## config.mk

```make
export PLATFORM = sky130hd
export DESIGN_NAME = sram_ctrl
export DESIGN_NICKNAME = d
export VERILOG_FILES = /design/src/rtl/sram_ctrl_pkg.sv /design/src/rtl/sram_ctrl.sv
export SDC_FILE = /design/constraint.sdc
export NUM_CORES = 1
export LEC_CHECK = 0
export CORE_ASPECT_RATIO = 2
export CORE_UTILIZATION = 30
export CTS_BUF_LIST = sky130_fd_sc_hd__clkbuf_16
export DETAILED_ROUTE_END_ITERATION = 10
export HOLD_SLACK_MARGIN = 0.15
export PLACE_DENSITY = 0.73
export SETUP_SLACK_MARGIN = 0.05
export SLEW_MARGIN = 40
export SYNTH_ARGS = -nofsm -noshare
export SYNTH_HDL_FRONTEND = slang
export SYNTH_SLANG_ARGS = --single-unit
```

## constraint.sdc

```tcl
create_clock -name clk -period 2.2 [get_ports clk]
set_input_delay 0.22 -clock clk [delete_from_list [all_inputs] [get_ports clk]]
set_output_delay 0.22 -clock clk [all_outputs]
set_load 0.005 [all_outputs]
```

## src/rtl/sram_ctrl_pkg.sv

```systemverilog
// Shared types and constants for the asynchronous SRAM controller.
package sram_ctrl_pkg;

    typedef enum logic [1:0] {
        IDLE   = 2'd0,
        SETUP  = 2'd1,
        ACCESS = 2'd2,
        HOLD   = 2'd3
    } state_t;

    localparam int SRAM_ADDR_W = 19;
    localparam int SRAM_DATA_W = 16;

    // Ceiling log2; returns 0 for values of 1 or less.
    function automatic int clog2(input int value);
        int result;
        result = 0;
        for (int v = value - 1; v > 0; v = v >> 1) begin
            result = result + 1;
        end
        return result;
    endfunction

endpackage

```

## src/rtl/sram_ctrl.sv

```systemverilog
// Single-word asynchronous SRAM access sequencer (IDLE/SETUP/ACCESS/HOLD).
// Optional byte lanes: define SRAM_CTRL_BYTE_EN_EN to add byte_en, sram_ub_n and sram_lb_n.
module sram_ctrl
    import sram_ctrl_pkg::*;
#(
    parameter int WAIT_CYCLES = 2,
    parameter int ADDR_W      = SRAM_ADDR_W,
    parameter int DATA_W      = SRAM_DATA_W
) (
    input  logic              clk,
    input  logic              rst,
    input  logic              req,
    input  logic              we,
    input  logic [ADDR_W-1:0] addr,
    input  logic [DATA_W-1:0] wdata,
`ifdef SRAM_CTRL_BYTE_EN_EN
    input  logic [1:0]        byte_en,
    output logic              sram_ub_n,
    output logic              sram_lb_n,
`endif
    output logic [DATA_W-1:0] rdata,
    output logic              ready,
    output logic              busy,
    output logic [ADDR_W-1:0] sram_addr,
    output logic [DATA_W-1:0] sram_dq_out,
    output logic              sram_dq_oe,
    input  logic [DATA_W-1:0] sram_dq_in,
    output logic              sram_ce_n,
    output logic              sram_oe_n,
    output logic              sram_we_n
);

    localparam int WAIT_EFF = (WAIT_CYCLES < 1) ? 1 : WAIT_CYCLES;
    localparam int CNT_BITS = clog2(WAIT_EFF);
    localparam int CNT_W    = (CNT_BITS < 1) ? 1 : CNT_BITS;
    localparam logic [CNT_W-1:0] CNT_LOAD = CNT_W'(WAIT_EFF - 1);

    state_t           state;
    logic [CNT_W-1:0] wait_cnt;
    logic             we_lat;
    logic             we_strobe;

`ifdef SRAM_CTRL_BYTE_EN_EN
    logic [1:0] be_lat;
    // A write with no lanes enabled still sequences but never strobes we_n.
    assign we_strobe = we_lat && (be_lat != 2'b00);
`else
    assign we_strobe = we_lat;
`endif

    always_ff @(posedge clk or posedge rst) begin
        if (rst) begin
            state       <= IDLE;
            wait_cnt    <= '0;
            we_lat      <= 1'b0;
            rdata       <= '0;
            ready       <= 1'b0;
            busy        <= 1'b0;
            sram_addr   <= '0;
            sram_dq_out <= '0;
            sram_dq_oe  <= 1'b0;
            sram_ce_n   <= 1'b1;
            sram_oe_n   <= 1'b1;
            sram_we_n   <= 1'b1;
`ifdef SRAM_CTRL_BYTE_EN_EN
            be_lat      <= 2'b00;
            sram_ub_n   <= 1'b1;
            sram_lb_n   <= 1'b1;
`endif
        end else begin
            case (state)
                IDLE: begin
                    ready <= 1'b0;
                    if (req) begin
                        // Outputs are loaded here so they are valid throughout SETUP.
                        state       <= SETUP;
                        busy        <= 1'b1;
                        we_lat      <= we;
                        sram_ce_n   <= 1'b0;
                        sram_addr   <= addr;
                        sram_we_n   <= 1'b1;
                        sram_oe_n   <= we;
                        sram_dq_oe  <= we;
                        sram_dq_out <= we ? wdata : '0;
`ifdef SRAM_CTRL_BYTE_EN_EN
                        be_lat      <= byte_en;
                        sram_ub_n   <= we ? ~byte_en[1] : 1'b0;
                        sram_lb_n   <= we ? ~byte_en[0] : 1'b0;
`endif
                    end
                end
                SETUP: begin
                    state    <= ACCESS;
                    wait_cnt <= CNT_LOAD;
                    if (we_strobe) begin
                        sram_we_n <= 1'b0;
                    end
                end
                ACCESS: begin
                    if (wait_cnt == '0) begin
                        state     <= HOLD;
                        sram_we_n <= 1'b1;
                        sram_oe_n <= 1'b1;
                        ready     <= 1'b1;
                        if (!we_lat) begin
                            rdata <= sram_dq_in;
                        end
                    end else begin
                        wait_cnt <= wait_cnt - 1'b1;
                    end
                end
                HOLD: begin
                    state       <= IDLE;
                    ready       <= 1'b0;
                    busy        <= 1'b0;
                    sram_ce_n   <= 1'b1;
                    sram_dq_oe  <= 1'b0;
                    sram_addr   <= '0;
                    sram_dq_out <= '0;
`ifdef SRAM_CTRL_BYTE_EN_EN
                    sram_ub_n   <= 1'b1;
                    sram_lb_n   <= 1'b1;
`endif
                end
                default: begin
                    state <= IDLE;
                end
            endcase
        end
    end

endmodule

```

# == After elaboration in Yosys (flattened, before gate mapping) ==
# Index checks and enable logic that the tools add are counted.
# classes
n_addsub,1
n_mul,0
div_mod_pow,0
order_cmp,0
eq_ne,6
shift,0
n_mux,21
bitwise_logic,2
n_reduce_logical,14
# ops
op,n
19-bit one-hot mux with 2 select lines,1
16-bit 2-to-1 mux,2
16-bit one-hot mux with 2 select lines,1
19-bit 2-to-1 mux,1
1-bit one-hot mux with 2 select lines,6
2-bit one-hot mux with 4 select lines,1
2-bit AND reduction,4
2-bit nonzero test,4
1-bit 2-to-1 mux,6
2-bit inequality test (second input constant),3
3-bit AND reduction,2
2-bit equality test (second input constant),2
2-bit 2-to-1 mux,2
4-bit AND reduction,1
1-bit one-hot mux with 3 select lines,1
3-bit nonzero test,1
2-bit by 1-bit equality test with 1-bit output (second input constant),1
2-bit zero test,1
1-bit inverter,2
2-bit OR reduction,1
1-bit subtractor (second input constant),1
# word_totals
regBits,61
latch_bits,0
ramBits,0
romBits,0
in_bits,55
out_inout_bits,57
elab_cells,56
n_memories,0

# == Longest topological paths before layout ==
# logic_depth
word_depth,4
depth_mapped,7
mapped_depth_nobuf,5

# == Worst setup path after synthesis ==
# OpenSTA, ideal clock, no wires.
# synth_path
path_kind,reg2reg
from,reg state[0]
to,reg rdata[0]
setup_ns,0.125
arrival_ns,1.604
t_required_ns,2.075
slack_ns,0.471
path_stages_with_launch,7
n_path_buf,2
cell_sequence,dfrtp_1 -> inv_1 -> ha_1 -> buf_6 -> nor3b_4 -> buf_12 -> mux2_4
# synth_between
elab_chain_cells,2
# synth_rtl
item,line_no,rtl
"start, declared",sram_ctrl.sv:38,state_t state;
"start signal, assigned",sram_ctrl.sv:53,state <= IDLE;
"start signal, assigned",sram_ctrl.sv:76,state <= SETUP;
"start signal, assigned",sram_ctrl.sv:93,state <= ACCESS;
2-bit equality test,sram_ctrl.sv:71,case (state)
3-bit AND reduction (no line),-,
"end signal, assigned",sram_ctrl.sv:106,rdata <= sram_dq_in;
"end, declared",sram_ctrl.sv:21,"output logic [DATA_W-1:0] rdata,"
# No other way between the ends.
# A chain may end at the register's enable or synchronous reset.

# == Worst setup path in the final report ==
# layout_path
from,reg state[0]
to,reg rdata[10]
# The elaborated chain is that of the path after synthesis.

==> out/metrics.cfg <==
[clocking]
clockBufferDepth=2
cts_tree=done
post_cts.repair.setup_buffers=0
cts_buffers=9
path_clk_slew_ps=50
clkSinkCount=61
root_buffer=clkbuf_16
htree_num_levels=3
cts_resized=0
cts-hold-fix-buffers=0
clkLatencyLatePin_ps=320

[layout]
regArea_sq_um=1530
antenna_cells=0
multi_input_area_sq_um=921
final_nets=375
drive_gt1_share_pct=13.2
fillers=751
synthToLayoutAreaGrowth_pct=59.0

[hold_path]
worstHoldPathType=in -> async

[synth]
ys.flop_type=dfrtp_1
ys_seq_elements=61
ys_types=27
synth_compound_area_share_pct=12.2
synth_edf_count=0
synth.top_cells.by_area=dfrtp_1 (57%), mux2_4 (5.9%), a22o_1 (5.5%)
synth_area_sq_um=2540
synth_nets=259
synth_top_family_by_area=compound AO/OA/AOI/OAI gates
ys_seq_area_share_pct=60.3
postSynth.asyncResetShare_pct=100
yosys.area_share.adder_pct=2.96
synth.area.mux_share_pct=10.7
synth_cells=198
synth_xor_area_share_pct=0
avgSynthCellArea_sq_um=12.8
yosysTopAreaCell=dfrtp_1
yosys.area_share.simple_pct=9.86
yosysTopAreaCellShare_pct=57.2
ys_warn_count=0

[routing]
routed_wl_um=6010
dr.first_iter.drc_count=138
routedWlPerCell_um=14.4
route.vias.total=1889
viasPerCell=4.54
drc=0
firstDrtPassIters=4
route.antenna.remaining_nets=0

[worst_setup_path]
worstPathRequired_ps=2400
cp-endpoint=rdata[10]
path_cells=inv_1 > ha_1 > nor3b_4 > buf_4 > mux2_2
path_class=reg -> reg
end_kind=flip-flop
critPathTopFamily=flip-flops
worst_path_max_delay_cell=dfrtp_1
r2r_start=state[0]
worst-path-buf-inv=2
startpoint=state[0]
cp.depth=5
reg2regPathDepth=5
reg2reg_to=rdata[10]
crit_path_start_kind=flip-flop
reg2reg_setup_slack_ps=310
cpPeakStageDelay_ps=420
arrival_ps=2090
cp_max_fo=16

[floorplanning]
core-area_sq_um=8230
fp.dieH_um=132
start_util_pct=30.8
die_w_um=67.0
ios=112
row_count=47
die_area_sq_um=8850

[outcome]
outcome=complete, no violations

[placed_design]
hpwlAfterDp_um=4520
io_buffer_count=111
place.gp.congestion=0.751
post-place-ws_ps=331

[sta]
fin_crit_ps=1890
fin_tns_setup_ps=0
hold_violations=0
fmax_ghz=0.529
relSlewSlack_pct=70.2
tightest_slew_ps=447
rsz0062_at_grt=false
drv_slew=0
timing.final.ws_setup_ps=310
setup_violations=0
post-route-period-util_pct=85.9
holdWs_ps=229
fin_skew_ps=3.68

[power_and_ir_drop]
ir_drop_uv=663
p_leak_nw=1.78
p_per_area_nw_per_um2=1400

[grt]
grt_pass1_wl_um=9380
track_usage_pct=14.7
overflow=0
grt_pass1_vias=1913
grt_antenna_before_repair=0
grt_start_max_net_pins=43

[flow_run]
cap_viol_max_count=0

-- cells in the final DEF, fill, tap and decap left out, drive strengths merged, types with 6 or more instances in the layout --
master         Yosys  layout
clkbuf             5       9
mux2              20      20
inv                5       8
clkdlybuf4s50      0     111
nand2             21      21
a22o              16      16
ha                 6       6
nand2b            20      20
o21ai             20      20
buf                7       6
dfrtp             58      58
-- routing by layer --
layer / wire length, um / global-route usage (%) / vias up / part of all wire (%)
li1: - / - / 910 / -
met1: 2220 / 15.4 / 895 / 37
met2: 3280 / 25.2 / 72 / 55
met3: 332 / 3.81 / 12 / 5.5
met4: 173 / 8.39 / 0 / 2.9
met5: 0 / 0 / - / 0
-- per-stage QoR --
step,total power [W],util (%),std cells,cell area (sq um)
finish,0.00566,49.0,416,4040
detailed placement,0.00443,45.7,401,3760
global placement,0.00436,45.7,401,3760
global route,0.00607,49.0,416,4040
floorplan,0.00313,-,198,2540
CTS,0.00577,49.0,416,4040
-- power by group --
part           internal, W  total [W]  leakage, nW  switching, W
combinational      0.00152    0.00242        0.871      0.000904
clock             0.000846    0.00128        0.144      0.000439
sequential         0.00166    0.00195        0.767      0.000297
total              0.00402    0.00566         1.78       0.00164
-- registers in the layout, indices dropped and copies added (netlist names) --
signal	cells
busy	1
rdata	16
ready	1
sram_addr	19
sram_ce_n	1
sram_dq_oe	1
sram_dq_out	16
sram_oe_n	1
sram_we_n	1
state	2
wait_cnt	1
we_lat	1
-- cells in the mapped netlist (2+ instances only) --
cell type,instances
a21oi_1,4
clkbuf_1,5
buf_4,2
mux2_2,10
nand2_1,21
mux2_4,10
dfstp_2,3
nand2b_1,20
o21ai_0,20
ha_1,6
nor2_1,3
dfrtp_1,58
inv_1,5
buf_2,3
a22o_1,16
-- worst min-delay path by stage --
stage,from,to,slack [ps]
after floorplan,wdata[10],sram_dq_out[10],350
after global placement,sram_addr[4],sram_addr[4],460
after detailed placement,sram_we_n,sram_we_n,460
after CTS,rst,rdata[10],230
after global routing,rst,rdata[10],280
final,rst,rdata[10],230
-- kinds of logic after synthesis --
family | after synthesis
adder cells (fa/ha/maj) | 6
multiplexers | 21
flip-flops | 61
AO/OA/AOI/OAI | 46
AND/OR/NAND/NOR | 47
buffers and inverters | 17
-- layout make-up --
class,instances,area share [%]
sequential,61,37.9
clock inverter,6,1.21
clock buffer,9,5.58
timing repair buffer,117,29.0
tap,98,3.04
multi-input combinational,120,22.8
inverter,5,0.465
(Power assumes the default switching activity.)
==> variant: new RTL, config.mk and constraints unchanged <==
Add a define of `SRAM_CTRL_BYTE_EN_EN`.
--- a/src/rtl/sram_ctrl.sv
+++ b/src/rtl/sram_ctrl.sv
@@ -1,4 +1,6 @@
 // Single-word asynchronous SRAM access sequencer (IDLE/SETUP/ACCESS/HOLD).
 // Optional byte lanes: define SRAM_CTRL_BYTE_EN_EN to add byte_en, sram_ub_n and sram_lb_n.
+`define SRAM_CTRL_BYTE_EN_EN
+
 module sram_ctrl
     import sram_ctrl_pkg::*;
Interface: changed (added byte_en, sram_lb_n and sram_ub_n); port bits go from 112 to 116. The function was not compared with the original's and may differ.
==> variant against the original RTL <==
Critical path depth is the same; largest power group unchanged; total power grew 1.8%; worst setup slack gained 0.087 ns; critical path type unchanged; synthesized area shrank 0.79%; cell area grew 1.9%; sequential cell count grew 4; wire length grew 12%.
==> variant: results (changes against the original RTL) <==
IO Port Bufs - 115 (was 111)
Non-Clock Inverter Count - 4 (was 5)
Vias in the first global route - 2048 (was 1913)
Pleak - 1.80 nW (was 1.78 nW)
Sequential fraction of the synthesis area - 64.9% (was 60.3%)
Seq cells - 65 (was 61)
Multiplexer area fraction after synthesis - 9.79% (was 10.7%)
GRT Total Usage - 16.5% (was 14.7%)
Worst vdd ir - 0.629 mV (was 0.663 mV)
Setup crit end - sram_addr[15]$_DFFE_PP0P_ (was rdata[10]$_DFFE_PP0P_)
Compound-cell area share of the yosys netlist - 15.5% (was 12.2%)
Synth cell count leaders - 60 x dfrtp_1, 35 x a22o_1, 21 x mux2_2 (was 58 x dfrtp_1, 21 x nand2_1, 20 x nand2b_1, 20 x o21ai_0, 16 x a22o_1)
Vias post-DR - 1912 (was 1889)
Ratio of cells with drive above 1 in the final layout - 16.6% (was 13.2%)
Fillers - 726 (was 751)
R2r setup slk - 0.40 ns (was 0.31 ns)
Signal buf overhead - 30.0% (was 29.0%)
Mapped Nets - 231 (was 259)
First-pass GRT wire length - 10500 um (was 9380 um)
Slowest-stage cell, CP - mux2i_4 (was dfrtp_1)
DR iter-0 viols - 53 (was 138)
DRT Wirelength - 6730 um (was 6010 um)
#MultiIn Comb - 91 (was 120)
Area occupied by multi-input gates - 833 sq um (was 921 sq um)
CP max FO - 33 (was 16)
Register area - 1630 sq um (was 1530 sq um)
Die width - 66.8 um (was 67.0 um)
Outcome - finished clean (unchanged)
Dpl hpwl - 4990 um (was 4520 um)
Area contributors post-synth - dfrtp_1 60%, a22o_1 12%, mux2_2 9.4%, dfstp_2 5.2%, ha_1 3.0% (was dfrtp_1 57%, mux2_4 5.9%, a22o_1 5.5%, nand2b_1 4.9%, mux2_2 4.4%)
Max-slew headroom at the worst pin - 71.6% (was 70.2%)
Nets - 355 (was 375)
Synth unique cells - 23 (was 27)
Placed cell area - 3830 sq um (was 3760 sq um)
CP delay by family, top - multiplexers (was flip-flops)
Largest net degree at the start of global routing - 35 (was 43)
## variant: cell count changes after synthesis, sizes merged, moves of 3 or more
cell    before  now
a22o        16   35
nand2       21    1
nand2b      20    3
nor2         3    6
o21ai       20    1
## variant: metal layers
layer	up-vias	track usage (%)	routed length (um)
met1	956	17.1	2420
met5	-	0	0
li1	869	-	-
met4	0	13.2	350
met2	64	28.2	3680
met3	23	2.08	283
## variant: power by group through the flow
stage	logic, mW	registers, mW	clock network (mW)
4_1_cts	2.42	2.06	1.35
3_5_place_dp	2.41	2.07	0
3_3_place_gp	2.34	2.05	0
2_1_floorplan	0.993	2.08	0
5_1_grt	2.55	2.12	1.39
6_report	2.39	2.06	1.32
## variant: per-stage QoR
stage	worst slack, ns	total power [mW]	instances	hold WS (ns)
after floorplan	0.362	3.07	168	0.332
after global placement	0.462	4.40	377	0.449
after detailed placement	0.388	4.48	377	0.452
after CTS	0.377	5.84	392	0.218
after global routing	0.281	6.07	392	0.249
final	0.396	5.76	392	0.211
